$ cat config.mk
export PLATFORM = sky130hd
export DESIGN_NAME = tcp_rx_op_queue
export DESIGN_NICKNAME = d
export VERILOG_FILES = /design/src/rtl/tcp_rx_op_queue.sv
export SDC_FILE = /design/constraint.sdc
export NUM_CORES = 1
export LEC_CHECK = 0
export ABC_AREA = 1
export CORE_MARGIN = 2
export CORE_UTILIZATION = 50
export CTS_CLUSTER_DIAMETER = 150
export DETAILED_ROUTE_END_ITERATION = 8
export PLACE_DENSITY_LB_ADDON = 0.05
export SYNTH_ARGS = -nofsm -noshare
export SYNTH_HDL_FRONTEND = slang
export SYNTH_SLANG_ARGS = --single-unit
$ cat constraint.sdc
create_clock -name clk -period 20.3 [get_ports clk]
set_clock_uncertainty 0.2 [all_clocks]
set_input_delay 4.06 -clock clk [delete_from_list [all_inputs] [get_ports clk]]
set_output_delay 4.06 -clock clk [all_outputs]
set_load 0.005 [all_outputs]
$ cat src/rtl/tcp_rx_op_queue.sv
// Stages parsed TCP RX headers, commits/discards on packet verdict, queues local-port descriptors.
// Latency: a committed descriptor is visible on the head outputs one cycle after pkt_ok_i.
// Backpressure: none upstream; a full queue, a foreign port or a bad packet drops and counts.
module tcp_rx_op_queue #(
  parameter int          DEPTH_LOG2 = 2,
  parameter logic [15:0] LOCAL_PORT = 16'hF718
) (
  input  logic                  clk,
  input  logic                  rst_n,
  input  logic                  hdr_wr_i,
  input  logic [15:0]           hdr_src_port_i,
  input  logic [15:0]           hdr_dst_port_i,
  input  logic [5:0]            hdr_flags_i,
  input  logic [95:0]           hdr_options_i,
  input  logic [31:0]           hdr_seq_num_i,
  input  logic [31:0]           hdr_ack_num_i,
  input  logic [15:0]           hdr_data_len_i,
  input  logic [15:0]           hdr_window_i,
  input  logic                  pkt_ok_i,
  input  logic                  pkt_bad_i,
  output logic                  tcp_op_rcv_o,
  output logic [15:0]           tcp_source_port_o,
  output logic [15:0]           tcp_dest_port_o,
  output logic [5:0]            tcp_flags_o,
  output logic [95:0]           tcp_options_o,
  output logic [31:0]           tcp_seq_num_o,
  output logic [31:0]           tcp_ack_num_o,
  output logic [15:0]           tcp_data_len_o,
  output logic [15:0]           tcp_window_o,
  input  logic                  tcp_op_rcv_rd_i,
  output logic [DEPTH_LOG2:0]   level_o,
  output logic [15:0]           drop_cnt_o
);

  typedef struct packed {
    logic [15:0] src;
    logic [15:0] dst;
    logic [5:0]  flags;
    logic [95:0] options;
    logic [31:0] seq;
    logic [31:0] ack;
    logic [15:0] len;
    logic [15:0] win;
  } desc_t;

  localparam int                  DEPTH    = 1 << DEPTH_LOG2;
  localparam logic [DEPTH_LOG2:0] LVL_ONE  = (DEPTH_LOG2+1)'(1);
  localparam logic [DEPTH_LOG2:0] FULL_LVL = LVL_ONE << DEPTH_LOG2;
  localparam logic [DEPTH_LOG2-1:0] PTR_ONE = DEPTH_LOG2'(1);

  desc_t                 mem [DEPTH];
  desc_t                 stg;
  desc_t                 head;
  logic                  stg_valid;
  logic [DEPTH_LOG2-1:0] wr_ptr;
  logic [DEPTH_LOG2-1:0] rd_ptr;
  logic [DEPTH_LOG2:0]   level;

  logic end_any;
  logic commit;
  logic pop;
  logic space;
  logic push;
  logic drop;

  // Verdict decode: a simultaneous ok+bad is a bad packet; end pulses act on the old staging.
  always_comb begin
    end_any = pkt_ok_i | pkt_bad_i;
    commit  = stg_valid & pkt_ok_i & ~pkt_bad_i;
    pop     = tcp_op_rcv_rd_i & (level != '0);
    space   = (level < FULL_LVL) | ((level == FULL_LVL) & pop);
    push    = commit & (stg.dst == LOCAL_PORT) & space;
    drop    = (stg_valid & pkt_bad_i)
            | (commit & ~push)
            | (stg_valid & hdr_wr_i & ~end_any);
  end

  // Staging register: a new header always loads; an end pulse alone invalidates it.
  always_ff @(posedge clk or negedge rst_n) begin
    if (!rst_n) begin
      stg_valid <= 1'b0;
      stg       <= '0;
    end else if (hdr_wr_i) begin
      stg_valid <= 1'b1;
      stg       <= '{src: hdr_src_port_i, dst: hdr_dst_port_i, flags: hdr_flags_i,
                     options: hdr_options_i, seq: hdr_seq_num_i, ack: hdr_ack_num_i,
                     len: hdr_data_len_i, win: hdr_window_i};
    end else if (end_any) begin
      stg_valid <= 1'b0;
    end
  end

  // Descriptor storage; contents are only observable while the entry is live.
  always_ff @(posedge clk) begin
    if (push) mem[wr_ptr] <= stg;
  end

  // Pointers wrap modulo DEPTH; level is kept separately so full and empty are unambiguous.
  always_ff @(posedge clk or negedge rst_n) begin
    if (!rst_n) begin
      wr_ptr <= '0;
      rd_ptr <= '0;
      level  <= '0;
    end else begin
      if (push) wr_ptr <= wr_ptr + PTR_ONE;
      if (pop)  rd_ptr <= rd_ptr + PTR_ONE;
      if (push && !pop)      level <= level + LVL_ONE;
      else if (pop && !push) level <= level - LVL_ONE;
    end
  end

  // Saturating drop counter, at most one increment per cycle.
  always_ff @(posedge clk or negedge rst_n) begin
    if (!rst_n) begin
      drop_cnt_o <= '0;
    end else if (drop && drop_cnt_o != 16'hFFFF) begin
      drop_cnt_o <= drop_cnt_o + 16'd1;
    end
  end

  // Head is a combinational read, forced to zero when empty so reset shows all-zero fields.
  always_comb begin
    head = (level != '0) ? mem[rd_ptr] : '0;
  end

  assign tcp_op_rcv_o      = (level != '0);
  assign level_o           = level;
  assign tcp_source_port_o = head.src;
  assign tcp_dest_port_o   = head.dst;
  assign tcp_flags_o       = head.flags;
  assign tcp_options_o     = head.options;
  assign tcp_seq_num_o     = head.seq;
  assign tcp_ack_num_o     = head.ack;
  assign tcp_data_len_o    = head.len;
  assign tcp_window_o      = head.win;

endmodule
==> results of run 1 <==
## worst max path at each step
stage / cells after the start / endpoint / startpoint
floorplan: 8 / mem[0][0] / pkt_bad_i
global placement: 10 / mem[1][111] / pkt_bad_i
detailed placement: 9 / mem[1][111] / pkt_ok_i
CTS: 6 / tcp_options_o[20] / rd_ptr[0]
global route: 6 / tcp_options_o[32] / rd_ptr[0]
finish: 6 / tcp_options_o[20] / rd_ptr[0]
## power by group through the flow
stage	clock, mW	combinational (mW)	sequential (mW)
final	2.27	2.40	2.77
after global routing	2.40	2.62	2.78
after CTS	2.30	2.44	2.77
after detailed placement	0	2.42	2.82
after global placement	0	2.42	2.82
after floorplan	0	1.17	2.76
## worst max-delay path: cells and delay by family, from the launching register on
family | cells | cell delay [ns]
buffers and inverters | 4 | 2.90
DFF | 1 | 0.74
AOI/OAI and AO/OA | 2 | 0.54
## routing by layer
layer	wire length, µm	part of all wire (%)	track usage, %
met1	48770	42	32.84
met3	5834	5.0	3.605
met2	57760	50	41.61
met4	3163	2.7	8.512
met5	55	0.048	0
## cell usage in the layout (no fill, tap or decap), types with 11 or more instances in the layout
master / Yosys / layout
nand3_1: 17 / 17
diode_2: 0 / 11
nand4_1: 15 / 15
edfxtp_1: 920 / 920
inv_1: 33 / 33
nand2_1: 764 / 764
a21oi_1: 233 / 233
bufinv_16: 0 / 17
clkbuf_16: 0 / 123
o21ai_0: 472 / 472
clkbuf_8: 0 / 16
clkdlybuf4s50_1: 0 / 483
clkbuf_1: 149 / 31
clkinv_2: 0 / 21
nor2_1: 948 / 944
buf_4: 0 / 32
dfrtp_1: 254 / 252
## area by class of cell
cell class              count  share of cell area [%]
flip-flops and latches   1174                   61.41
multi-input cells        2472                   18.81
repair buffers            520                   9.329
clock buffers             169                   6.144
well taps                1176                   2.658
clock inverters            54                   1.291
inverters                  37                  0.3052
diodes                     11                 0.04973
## per-stage QoR
| step | cell area (µm²) | hold WS, ns |
|---|---|---|
| 2_1_floorplan | 45460 | 0.2638 |
| 3_3_place_gp | 51210 | 0.2788 |
| 3_5_place_dp | 51210 | 0.2826 |
| 4_1_cts | 55320 | 0.2945 |
| 5_1_grt | 55340 | 0.3207 |
| 6_report | 55350 | 0.3001 |
## sequential cells by signal, summed over array words and instances (netlist names)
| name | cells |
|---|---|
| stg | 230 |
| wr_ptr | 2 |
| rd_ptr | 2 |
| stg_valid | 1 |
| drop_cnt_o | 16 |
| mem | 920 |
| level_o | 3 |
## logic make-up (layout without fill, tap and decap cells)
group	count (synthesis)	count (layout)	share of synthesized area, %
AOI/OAI and AO/OA	705	705	7.762
adders and majority gates	7	7	0.2092
buffers and inverters	269	780	2.403
muxes	1	1	0.02477
DFF	1174	1174	74.76
and+or+nand+nor	1752	1752	14.71
other	0	11	0
xor gates and xnor gates	7	7	0.1349
==> results.yml, run 1 <==
status:
  status: "finished, final reports clean"
final_layout:
  area_growth_pct: 21.76
  layout-drive-gt1-share_pct: 5.332
  ff_latch_area_um2: 33990
  stdcell_count: 5613
  multi_input_area_um2: 10410
  fin_util_pct: 61.49
  nFillCells: 7198
  fin_nets: 4566
power:
  ir_worst_vdd_mv: 0.1162
  pwr-share-comb_pct: 32.3
  p_leak_nw: 20.52
  internal_power_mw: 5.111
  pwr-share-clk_pct: 30.5
  swShare_pct: 31.26
  power_density_nw_per_um2: 134.3
  p_sw_mw: 2.325
  power.total_mw: 7.436
  pwr-share-seq_pct: 37.3
global_routing:
  grt_overflow: 0
  antenna_found_initial: 15
  grt_usage_pct: 24.63
  grt_max_degree: 217
  grt_pass1_vias: 28960
  grt_pass1_wl_um: 174800
placement:
  place.gp.congestion: 0.8094
  portBuffers: 485
  dp_hpwl_um: 63280
  place_ws_ns: 11.33
  numPlacedInstances: 5379
detailed_routing:
  drc: 0
  via_per_inst: 5.302
  finalWirelength_um: 115600
  drtIter0Drc: 2094
  vias: 29760
  dr.pass1.iters: 7
  postRouteAntennaNets: 0
  routedWlPerCell_um: 20.59
logic_synthesis:
  synth_edf_count: 920
  synth_nets: 4158
  ys_seq_area_share_pct: 74.76
  synth_area_leaders: "edfxtp_1 (61%), dfrtp_1 (14%), nor2_1 (7.8%)"
  yosys_warnings: 0
  async_flop_share_pct: 21.64
  postSynthCellCount: 3915
  synth.most_common_cell: "nor2_1"
  avgSynthCellArea_um2: 11.61
  syn_area_um2: 45460
  ys_seq_elements: 1174
  synth_top_area_share_pct: 60.78
  synth_cell_types: 25
  synthFlopType: "edfxtp_1"
  synth_largest_area_cell: "edfxtp_1"
  synth_common_cells: "nor2_1 (948), edfxtp_1 (920), nand2_1 (764)"
clocking:
  cts_buffer_depth: 3
  cts_root_buffer: "clkbuf_16"
  cts_sinks: 1174
  cts_resized: 0
  cts_max_level: 3
  insertion_delay_ns: 0.68
  clkSlewWorstSetupHoldPaths_ns: 0.06
  cts_hold_buf: 0
  post_cts_buffers: 0
  cts_tree: "yes"
  cts_buffers: 118
critical_path:
  worstReg2RegStart: "stg[208]"
  path_common_cell: "buf_4"
  crit_fanout: 190
  end_kind: "primary output"
  cpPeakStageDelay_ns: 0.88
  reg2reg_setup_slack_ns: 15.41
  start_kind: "register"
  crit_required_ns: 16.04
  crit_path_cell_trace: "inv_8, buf_4, buf_4, o21ai_0, a21oi_1, clkdlybuf4s50_1"
  r2r-end: "mem[1][99]"
  worst_r2r_path_depth: 8
  timing_worst_setup_path_type: "register to primary output"
  worst_ep_arrival_time_ns: 5.10
  critical-path-slowest-cell: "buf_4"
run:
  cap_violations: 0
sta:
  worst_pin_slew_ns: 1.258
  relSlewSlack_pct: 15.91
  post-route-period-util_pct: 46.10
  drv_slew: 0
  period_needed_ns: 9.359
  finalSetupTns_ns: 0
  setup_slack_ns: 10.94
  setup_viol: 0
  rsz0062_at_grt: "false"
  hold_viol_final: 0
  max_clock_freq_ghz: 0.1068
die:
  die_w_um: 305.5
  std_cell_rows: 110
  start_util_pct: 50.50
  ios: 486
  die_y_um: 305.5
  die_area_um2: 93340
  core-area_um2: 90010
min_path:
  whs_path_depth: 2
  hp-class: "register to register"
  min-delay-start: "stg_valid"
  worstHoldEndpoint: "stg_valid"
Power figures use the tool's default switching activity.
==> run 2: changes to the inputs <==
==> constraint.sdc (replaced) <==
create_clock -name clk -period 7.9 [get_ports clk]
set_clock_uncertainty 0.2 [all_clocks]
set_input_delay 1.58 -clock clk [delete_from_list [all_inputs] [get_ports clk]]
set_output_delay 1.58 -clock clk [all_outputs]
set_load 0.005 [all_outputs]
==> run 2 against run 1 <==
Wire length about the same. Critical endpoint is now tcp_seq_num_o[19]. Sequential cell count unchanged. Highest routed layer unchanged. Global-route usage decreased by 0.073 points. Design area decreased by 0.36%. First-iteration DRC count increased by 18%. Largest power group unchanged. Via count about the same. Cell count decreased by 0.21%. Sequential share of layout area increased by 0.22 points. Critical path depth decreased by 1.
==> results.yml, run 2 (same netlist as run 1, synthesis figures left out) <==
die:
  ios: 486
  start_util_pct: 50.50
  die_area_um2: 93340
  die_w_um: 305.5
  core-area_um2: 90010
  die_y_um: 305.5
  std_cell_rows: 110
sta:
  max_clock_freq_ghz: 0.1673
  relSlewSlack_pct: 19.81
  worst_pin_slew_ns: 1.203
  drv_slew: 0
  finalSetupTns_ns: 0
  period_needed_ns: 5.978
  post-route-period-util_pct: 75.67
  hold_viol_final: 0
  rsz0062_at_grt: "false"
  setup_slack_ns: 1.922
  hold_slack_ns: 0.3064
  setup_viol: 0
detailed_routing:
  dr.pass1.iters: 8
  wl_met1_um: 47970
  drc: 0
  finalWirelength_um: 115600
  drtIter0Drc: 2471
  dr_wl_met3_um: 6710
  via_per_inst: 5.313
  wl_met2_um: 57690
  routedWlPerCell_um: 20.64
  postRouteAntennaNets: 0
  top_layer_used: "met5"
  vias: 29760
power:
  power_density_nw_per_um2: 340.4
  pwr-share-comb_pct: 32.9
  pwr-share-seq_pct: 38.1
  p_leak_nw: 20.43
  power.total_mw: 18.78
  swShare_pct: 31.85
  ir_worst_vdd_mv: 0.2712
  internal_power_mw: 12.80
  pwr-share-clk_pct: 29.0
  p_sw_mw: 5.981
critical_path:
  worst_ep_arrival_time_ns: 4.20
  crit_path_cell_trace: "inv_8, buf_4, o21ai_0, a21oi_1, clkdlybuf4s50_1"
  crit_required_ns: 6.12
  crit_fanout: 199
  start_kind: "register"
  timing_worst_setup_path_type: "register to primary output"
  end_kind: "primary output"
  cpPeakStageDelay_ns: 0.84
  critical-path-slowest-cell: "inv_8"
global_routing:
  antenna_found_initial: 12
  grt_pass1_wl_um: 174200
  grt_overflow: 0
  grt_pass1_vias: 28820
  grt_usage_pct: 24.56
  grt_max_degree: 211
final_layout:
  reg_top3: "mem (920), stg (230), drop_cnt_o (16)"
  stdcell_count: 5601
  top_register: "mem"
  layout_commonest_cell: "nor2_1"
  fin_nets: 4563
  largest_reg_flops: 920
  layout_common_cells: "nor2_1 (944), edfxtp_1 (920), nand2_1 (764)"
  layout-drive-gt1-share_pct: 5.314
  area_growth_pct: 21.33
clocking:
  cts_buffer_depth: 3
  cts_tree: "yes"
  post_cts_buffers: 0
  cts_resized: 0
  cts_root_buffer: "clkbuf_16"
  cts_max_level: 3
  clkSlewWorstSetupHoldPaths_ns: 0.06
  cts_sinks: 1174
  insertion_delay_ns: 0.70
  cts_hold_buf: 0
  cts_buffers: 116
min_path:
  hp-class: "register to register"
placement:
  place_ws_ns: 2.686
  portBuffers: 485
  place.gp.congestion: 0.7867
  numPlacedInstances: 5378
  dp_hpwl_um: 62060
status:
  status: "finished, final reports clean"
run:
  cap_violations: 0
[run 2: worst max-delay path, delay by kind of cell, from the launching register on]
kind,cells,cell delay [ns]
flip-flops,1,0.79
buffers and inverters,3,2.03
AO/OA/AOI/OAI,2,0.47
[run 2: through the flow]
stage,util [%],cell area [µm²]
after floorplan,-,45470
after global placement,57.03,51340
after detailed placement,57.03,51340
after CTS,61.26,55140
after global routing,61.27,55150
final,61.27,55150
[run 2: routing by layer]
layer | up-vias | global-route usage (%)
met1 | 14600 | 32.43
met5 | - | 0
met2 | 809 | 41.71
met4 | 18 | 7.424
met3 | 170 | 4.382
li1 | 14170 | -
[run 2: cell type report]
type | instances | area (µm²)
Clock buffer | 164 | 3274
Timing Repair Buffer | 519 | 5294
Inverter | 37 | 168.9
Antenna cell | 3 | 7.507
Tap cell | 1176 | 1471
Sequential cell | 1174 | 33990
Multi-Input combinational cell | 2472 | 10410
Clock inverter | 56 | 534.3
Fill cell | 7292 | 34860
[run 2: worst paths after layout]
kind | from | to | slack (ns) | cells after the start
min in group asynchronous | rst_n | drop_cnt_o[3] | 0.67 | 1
hold reg to reg | stg_valid | stg_valid | 0.31 | 2
hold / removal | stg_valid | stg_valid | 0.31 | 2
max in group asynchronous | rst_n | rd_ptr[1] | 5.29 | 2
setup reg to reg | stg[198] | mem[3][77] | 4.17 | 8
setup / recovery | rd_ptr[0] | tcp_seq_num_o[19] | 1.92 | 5
[run 2: power by group through the flow]
stage          clock network [mW]  logic, mW  registers [mW]
6_report                     5.45       6.17            7.15
5_1_grt                      5.78       6.76            7.17
4_1_cts                      5.54       6.27            7.15
3_5_place_dp                    0       6.23            7.27
3_3_place_gp                    0       6.21            7.26
2_1_floorplan                   0       2.99            7.10
